### src/rtl/wb_serial_pkg.sv
// ---------------------------------------------------------------------------
// wb_serial_pkg
// Shared constants and types for the serial-to-Wishbone debug bridge.
//   - Command opcodes and response bytes of the host byte protocol.
//   - Bridge state encoding.
//   - pick_byte(): selects one byte of a 32-bit word, MSB first (idx 0 = [31:24]).
// ---------------------------------------------------------------------------
package wb_serial_pkg;

    localparam logic [7:0] OP_WRITE = 8'h57;  // 'W'
    localparam logic [7:0] OP_READ  = 8'h52;  // 'R'
    localparam logic [7:0] RSP_OK   = 8'h4B;  // 'K'
    localparam logic [7:0] RSP_TMO  = 8'h54;  // 'T'
    localparam logic [7:0] RSP_ERR  = 8'h3F;  // '?'

    typedef enum logic [2:0] {
        IDLE  = 3'd0,
        ADDR  = 3'd1,
        DATA  = 3'd2,
        BUS   = 3'd3,
        RESP  = 3'd4,
        RDATA = 3'd5
    } state_t;

    // Byte idx of a word in wire order (MSB first).
    function automatic logic [7:0] pick_byte(input logic [31:0] word,
                                             input logic [1:0]  idx);
        logic [7:0] b;
        case (idx)
            2'd0:    b = word[31:24];
            2'd1:    b = word[23:16];
            2'd2:    b = word[15:8];
            2'd3:    b = word[7:0];
            default: b = 8'h00;
        endcase
        return b;
    endfunction

endpackage

### src/rtl/wb_serial_master.sv
// ---------------------------------------------------------------------------
// wb_serial_master
// Debug bridge: parses a host byte stream into single 32-bit Wishbone classic
// transfers and returns a response byte stream.
//   'W' a3 a2 a1 a0 d3 d2 d1 d0  -> write, response 'K' (or 'T' on timeout)
//   'R' a3 a2 a1 a0              -> read,  response 'K' d3 d2 d1 d0 (or 'T')
//   anything else                -> response '?'
// Ports:
//   wb_clk_i, wb_rst_n_i        clock, async active-low reset
//   rx_data_i/rx_valid_i/rx_ready_o   inbound byte stream (valid/ready)
//   tx_data_o/tx_valid_o/tx_ready_i   outbound byte stream (valid/ready)
//   wb_adr_o, wb_dat_o, wb_sel_o, wb_we_o, wb_cyc_o, wb_stb_o  Wishbone master
//   wb_ack_i, wb_dat_i          Wishbone slave response
//   busy_o                      high while a command is in progress
// All outputs come straight from registers; the output registers are loaded
// from the next-state decode so they line up with the state they belong to.
// ---------------------------------------------------------------------------
module wb_serial_master
    import wb_serial_pkg::*;
#(
    parameter int         TIMEOUT_CYCLES = 1024,
    parameter logic [3:0] SEL_ALL        = 4'hF
) (
    input  logic        wb_clk_i,
    input  logic        wb_rst_n_i,
    input  logic [7:0]  rx_data_i,
    input  logic        rx_valid_i,
    output logic        rx_ready_o,
    output logic [7:0]  tx_data_o,
    output logic        tx_valid_o,
    input  logic        tx_ready_i,
    output logic [31:0] wb_adr_o,
    output logic [31:0] wb_dat_o,
    output logic [3:0]  wb_sel_o,
    output logic        wb_we_o,
    output logic        wb_cyc_o,
    output logic        wb_stb_o,
    input  logic        wb_ack_i,
    input  logic [31:0] wb_dat_i,
    output logic        busy_o
);

    // Counter value at which the cycle without ack is abandoned.
    localparam logic [15:0] TMO_LAST = 16'(TIMEOUT_CYCLES - 1);

    state_t      state_r, state_s;
    logic [1:0]  cnt_r, cnt_s;
    logic        we_r, we_s;
    logic [31:0] adr_r, adr_s;
    logic [31:0] dat_r, dat_s;
    logic [31:0] rdata_r, rdata_s;
    logic [15:0] tmo_r, tmo_s;
    logic [7:0]  rsp_r, rsp_s;
    logic [7:0]  tx_data_r, tx_data_s;
    logic        rx_ready_r, tx_valid_r, cyc_r, busy_r;
    logic [3:0]  sel_r;
    logic        rx_fire_s, tx_fire_s;

    assign rx_fire_s = rx_valid_i && rx_ready_r;
    assign tx_fire_s = tx_valid_r && tx_ready_i;

    // Next-state, field shifting and response selection.
    always_comb begin
        state_s   = state_r;
        cnt_s     = cnt_r;
        we_s      = we_r;
        adr_s     = adr_r;
        dat_s     = dat_r;
        rdata_s   = rdata_r;
        tmo_s     = tmo_r;
        rsp_s     = rsp_r;
        tx_data_s = tx_data_r;
        case (state_r)
            IDLE: begin
                if (rx_fire_s) begin
                    if ((rx_data_i == OP_WRITE) || (rx_data_i == OP_READ)) begin
                        we_s    = (rx_data_i == OP_WRITE);
                        cnt_s   = 2'd0;
                        state_s = ADDR;
                    end else begin
                        rsp_s     = RSP_ERR;
                        tx_data_s = RSP_ERR;
                        state_s   = RESP;
                    end
                end else begin
                    state_s = IDLE;
                end
            end
            ADDR: begin
                if (rx_fire_s) begin
                    adr_s = {adr_r[23:0], rx_data_i};
                    cnt_s = cnt_r + 2'd1;
                    if (cnt_r == 2'd3) begin
                        if (we_r) begin
                            cnt_s   = 2'd0;
                            state_s = DATA;
                        end else begin
                            tmo_s   = 16'd0;
                            state_s = BUS;
                        end
                    end else begin
                        state_s = ADDR;
                    end
                end else begin
                    state_s = ADDR;
                end
            end
            DATA: begin
                if (rx_fire_s) begin
                    dat_s = {dat_r[23:0], rx_data_i};
                    cnt_s = cnt_r + 2'd1;
                    if (cnt_r == 2'd3) begin
                        tmo_s   = 16'd0;
                        state_s = BUS;
                    end else begin
                        state_s = DATA;
                    end
                end else begin
                    state_s = DATA;
                end
            end
            BUS: begin
                // Ack is checked first so an ack on the limit cycle still wins.
                if (wb_ack_i) begin
                    if (!we_r) begin
                        rdata_s = wb_dat_i;
                    end else begin
                        rdata_s = rdata_r;
                    end
                    rsp_s     = RSP_OK;
                    tx_data_s = RSP_OK;
                    state_s   = RESP;
                end else if (tmo_r == TMO_LAST) begin
                    rsp_s     = RSP_TMO;
                    tx_data_s = RSP_TMO;
                    state_s   = RESP;
                end else begin
                    tmo_s = tmo_r + 16'd1;
                end
            end
            RESP: begin
                if (tx_fire_s) begin
                    if (!we_r && (rsp_r == RSP_OK)) begin
                        cnt_s     = 2'd0;
                        tx_data_s = pick_byte(rdata_r, 2'd0);
                        state_s   = RDATA;
                    end else begin
                        state_s = IDLE;
                    end
                end else begin
                    state_s = RESP;
                end
            end
            RDATA: begin
                if (tx_fire_s) begin
                    cnt_s = cnt_r + 2'd1;
                    if (cnt_r == 2'd3) begin
                        state_s = IDLE;
                    end else begin
                        tx_data_s = pick_byte(rdata_r, cnt_r + 2'd1);
                    end
                end else begin
                    state_s = RDATA;
                end
            end
            default: begin
                state_s = IDLE;
            end
        endcase
    end

    // State, datapath and output registers.
    always_ff @(posedge wb_clk_i or negedge wb_rst_n_i) begin
        if (!wb_rst_n_i) begin
            state_r    <= IDLE;
            cnt_r      <= 2'd0;
            we_r       <= 1'b0;
            adr_r      <= 32'h0000_0000;
            dat_r      <= 32'h0000_0000;
            rdata_r    <= 32'h0000_0000;
            tmo_r      <= 16'd0;
            rsp_r      <= 8'h00;
            tx_data_r  <= 8'h00;
            rx_ready_r <= 1'b1;
            tx_valid_r <= 1'b0;
            cyc_r      <= 1'b0;
            sel_r      <= 4'h0;
            busy_r     <= 1'b0;
        end else begin
            state_r    <= state_s;
            cnt_r      <= cnt_s;
            we_r       <= we_s;
            adr_r      <= adr_s;
            dat_r      <= dat_s;
            rdata_r    <= rdata_s;
            tmo_r      <= tmo_s;
            rsp_r      <= rsp_s;
            tx_data_r  <= tx_data_s;
            rx_ready_r <= (state_s == IDLE) || (state_s == ADDR) || (state_s == DATA);
            tx_valid_r <= (state_s == RESP) || (state_s == RDATA);
            cyc_r      <= (state_s == BUS);
            sel_r      <= (state_s == BUS) ? SEL_ALL : 4'h0;
            busy_r     <= (state_s != IDLE);
        end
    end

    assign rx_ready_o = rx_ready_r;
    assign tx_data_o  = tx_data_r;
    assign tx_valid_o = tx_valid_r;
    assign wb_adr_o   = adr_r;
    assign wb_dat_o   = dat_r;
    assign wb_sel_o   = sel_r;
    assign wb_we_o    = we_r;
    assign wb_cyc_o   = cyc_r;
    assign wb_stb_o   = cyc_r;
    assign busy_o     = busy_r;

endmodule

### config.mk
export PLATFORM = sky130hd
export DESIGN_NAME = wb_serial_master
export DESIGN_NICKNAME = d
export VERILOG_FILES = /design/src/rtl/wb_serial_pkg.sv /design/src/rtl/wb_serial_master.sv
export SDC_FILE = /design/constraint.sdc
export NUM_CORES = 1
export LEC_CHECK = 0
export ABC_AREA = 1
export BUFFER_PORTS_ARGS = -buffer_cell sky130_fd_sc_hd__buf_2
export CAP_MARGIN = 10
export CORE_ASPECT_RATIO = 1.2
export CORE_UTILIZATION = 30
export DETAILED_ROUTE_END_ITERATION = 12
export PLACE_DENSITY = 0.48
export SETUP_SLACK_MARGIN = 0.05
export SLEW_MARGIN = 20
export SYNTH_ARGS = -nofsm -noshare
export SYNTH_HDL_FRONTEND = slang
export SYNTH_SLANG_ARGS = --single-unit
### constraint.sdc
create_clock -name wb_clk_i -period 2.3 [get_ports wb_clk_i]
set_clock_uncertainty 0.15 [all_clocks]
set_input_delay 0 -clock wb_clk_i [delete_from_list [all_inputs] [get_ports wb_clk_i]]
set_output_delay 0 -clock wb_clk_i [all_outputs]
set_load 0.01 [all_outputs]
==> metrics.md <==
| Metric | Value |
|---|---|
| Status | `finished, final reports clean` |
| Initial core utilization | `30.79%` |
| Slew Limit Fails | `0` |
| Total CTS buffers | `17` |
| Slew headroom | `65.31%` |
| Mapped Cells | `665` |
| Critical Path End Type | `flop` |
| DRC violations left | `0` |
| PortBufs | `126` |
| Count of state elements after synthesis | `134` |
| Clock sink count | `134` |
| Max VDD drop | `559.6 uV` |
| Total negative slack | `0 ns` |
| Adder-cell area share of the yosys netlist | `0.9996%` |
| GR Util met1 | `19.11%` |
| Rows | `57` |
| Die area | `21,450 um^2` |
| Largest family of logic cells by synthesized area | `simple AND/OR/NAND/NOR gates` |
| Maxcap violations | `0` |
| Worst reg2reg path startpoint | `tmo_r[0]` |
| Clk root buf | `clkbuf_16` |
| Fin. Hold Viols | `0` |
| Post-Synth XOR/XNOR Area | `0.9796%` |
| Fmax | `502.3 MHz` |
| Commonest non-fill, non-tap cell in the layout | `nand2_1` |
| Ys async rst share | `100.0%` |
| N_diodes | `0` |
| Actual slew at the worst max-slew pin | `0.5203 ns` |
| Via-per-instance ratio | `4.403` |
| CORE AREA | `20,330 um^2` |
| Pwr Density | `985.2 nW/um^2` |
| Total gr overflow | `0` |
| Layout cells sized above 1 | `28.65%` |
| CTS tree | `yes` |
| Comb pwr share | `29.1%` |
| Post-synth cell types | `31` |
| Critical Path Start | `tmo_r[0]` |
| First-pass GRT wire length | `25,590 um` |
| Gr busiest metal | `met2` |
| Final setup violation count | `0` |
| Min-delay src | `tx_ready_i` |
| Met2 usage | `25.55%` |
| Clk slew on worst S/H paths | `0.05 ns` |
| Sw Pwr | `2.818 mW` |
| Layout area overhead | `32.11%` |
| Initial antenna violation count | `0` |
| Post-route setup slack | `0.3091 ns` |
| CP Class | `reg -> reg` |
| WL/cell | `13.78 um` |
| Initial DRT Pass Iterations | `4` |
| Met3 Resource Use GR | `3.175%` |
| DRC violation total after the first TritonRoute iteration | `205` |
| Type of origin of the critical path | `flop` |
| Crit Path Max Fanout | `13` |
| DIE WIDTH | `133.9 um` |
| Layout Nets | `892` |
| Commonest non-fill, non-tap cells in the layout | `nand2_1, dfrtp_1, buf_2, inv_1` |
| CP Data Arrival Time | `2.13 ns` |
| # IOs | `127` |
| Worst-Skew Late Latency | `0.41 ns` |
| Sequential area share after synthesis | `53.60%` |
| Clock power share | `33.0%` |
| Reg power frac | `38.0%` |
| Gp weighted congestion | `0.8113` |
| Number of global-route vias before repair | `4,959` |
| Pre-CTS setup slack | `0.03874 ns` |
| Final min period | `1.991 ns` |
| Simple-Gate Fraction of Synth Area | `22.57%` |
| Internal power | `5.328 mW` |
| GR Util All Layers | `15.30%` |
| H-tree levels | `4` |
| Largest net degree at the start of global routing | `53` |
| Vias | `4,931` |
| Leakage | `4.450 nW` |
| Compound-gate portion of the synthesized area | `3.679%` |
| Die height | `160.2 um` |
| Net count after synthesis | `715` |
| Tcrit/Tclk final | `86.56%` |
| Final WL | `15,430 um` |
| Placed Area | `7226 um^2` |
| Hpwl dp | `10,970 um` |
| Hold Crit Class | `in -> reg` |
| Main synth FF type | `dfrtp_1` |
| Sw Share | `34.59%` |
| RSZ-0062 raised after global routing | `false` |
| Longest Clk Path Bufs | `2` |
| Fin area | `8268 um^2` |
| Post-synth EDFFs | `0` |
| Mapped Area | `6259 um^2` |
| Core Util, Final | `40.68%` |
| Critical Path RT | `2.44 ns` |
| Syn_area_per_cell | `9.411 um^2` |
| Multiplexer share of the synthesized area | `12.42%` |
| DRT antenna net count | `0` |
| Ys Warns | `0` |
| WHS | `0.04474 ns` |
[synth_stat cells, types with 3 or more instances]
cell type / number / share of area [%]
nand2_1: 223 / 13
dfrtp_1: 133 / 53
inv_1: 47 / 2.8
nor2_1: 45 / 2.7
nand3_1: 44 / 3.5
o21ai_0: 35 / 2.8
mux2_4: 30 / 7.2
mux2_2: 29 / 5.2
nand4_1: 14 / 1.4
buf_2: 12 / 0.96
buf_4: 6 / 0.72
xor2_1: 6 / 0.84
a21oi_1: 5 / 0.40
clkbuf_1: 5 / 0.30
ha_1: 5 / 1.0
buf_8: 3 / 0.72
inv_2: 3 / 0.18
o21ai_1: 3 / 0.24
[power by group through the flow]
stage / registers [mW] / clock network [mW] / logic [mW]
after floorplan: 3.26 / 0 / 1.29
final: 3.09 / 2.69 / 2.37
after global routing: 3.16 / 2.89 / 2.70
after global placement: 3.14 / 0 / 2.33
after detailed placement: 3.14 / 0 / 2.33
after CTS: 3.10 / 2.77 / 2.40
[state kept, by name (all words and copies together), names as in the netlist]
signal / count
busy_o: 1
cnt_r: 2
rdata_r: 32
rsp_r: 4
rx_ready_o: 1
state_r: 3
tmo_r: 16
tx_data_o: 8
tx_valid_o: 1
wb_adr_o: 32
wb_dat_o: 32
wb_sel_o: 1
wb_we_o: 1
[routing by layer]
metal  up-vias  wire, um
met2        96      7592
met3        15       483
li1       2499         -
met1      2321      7090
met5         -         0
met4         0       263
[logic make-up (layout without fill, tap and decap cells)]
kind of cell,Yosys count,after routing
simple gates,338,338
flops,134,134
mux,59,59
compound gates,45,45
xor+xnor,7,7
buf+inv,77,267
fa+ha+maj,5,5
[critical path: stages, from the launching register on]
cell and delay [ns]:
dfrtp_1 0.42, ha_1 0.19, nand2_1 0.08, nor2_2 0.16, nand2_1 0.12, inv_1 0.11, nand2_1 0.11, nand2_4 0.17
nand3_1 0.10, nor2_1 0.16, nand2_1 0.08
[final timing paths]
kind | slack (ns) | cells past startpoint | to
min reg2reg | 0.31 | 2 | wb_adr_o[30]
max | 0.31 | 10 | busy_o
min | 0.04 | 7 | state_r[0]
max reg2reg | 0.31 | 10 | busy_o
min in group asynchronous | 0.47 | 3 | wb_dat_o[18]
max in group asynchronous | 0.85 | 4 | rx_ready_o
[per-stage QoR]
| stage | power [mW] | std cells |
|---|---|---|
| 6_report | 8.146 | 1120 |
| 5_1_grt | 8.754 | 1120 |
| 4_1_cts | 8.268 | 1120 |
| 3_5_place_dp | 5.477 | 1044 |
| 3_3_place_gp | 5.470 | 1044 |
| 2_1_floorplan | 4.556 | 665 |
[timing repair]
| item | in CTS | in global routing |
|---|---|---|
| setup endpoints to repair | 2 | 29 |
| hold buffers | 44 | 0 |
| endpoints found under the hold margin | 186 | 0 |
| setup buffers | 0 | 0 |
| gates resized for setup | 1 | 4 |
| cloned | 0 | 0 |
[layout make-up]
class / instances / area [um^2]
well taps: 265 / 331.6
repair buffers: 184 / 1245
inverters: 51 / 191.4
fillers: 2068 / 12060
multi-input cells: 454 / 2561
clock buffers: 22 / 464.2
clock inverters: 10 / 120.1
flip-flops and latches: 134 / 3354
Note: power is estimated with default switching activity, not from simulation.
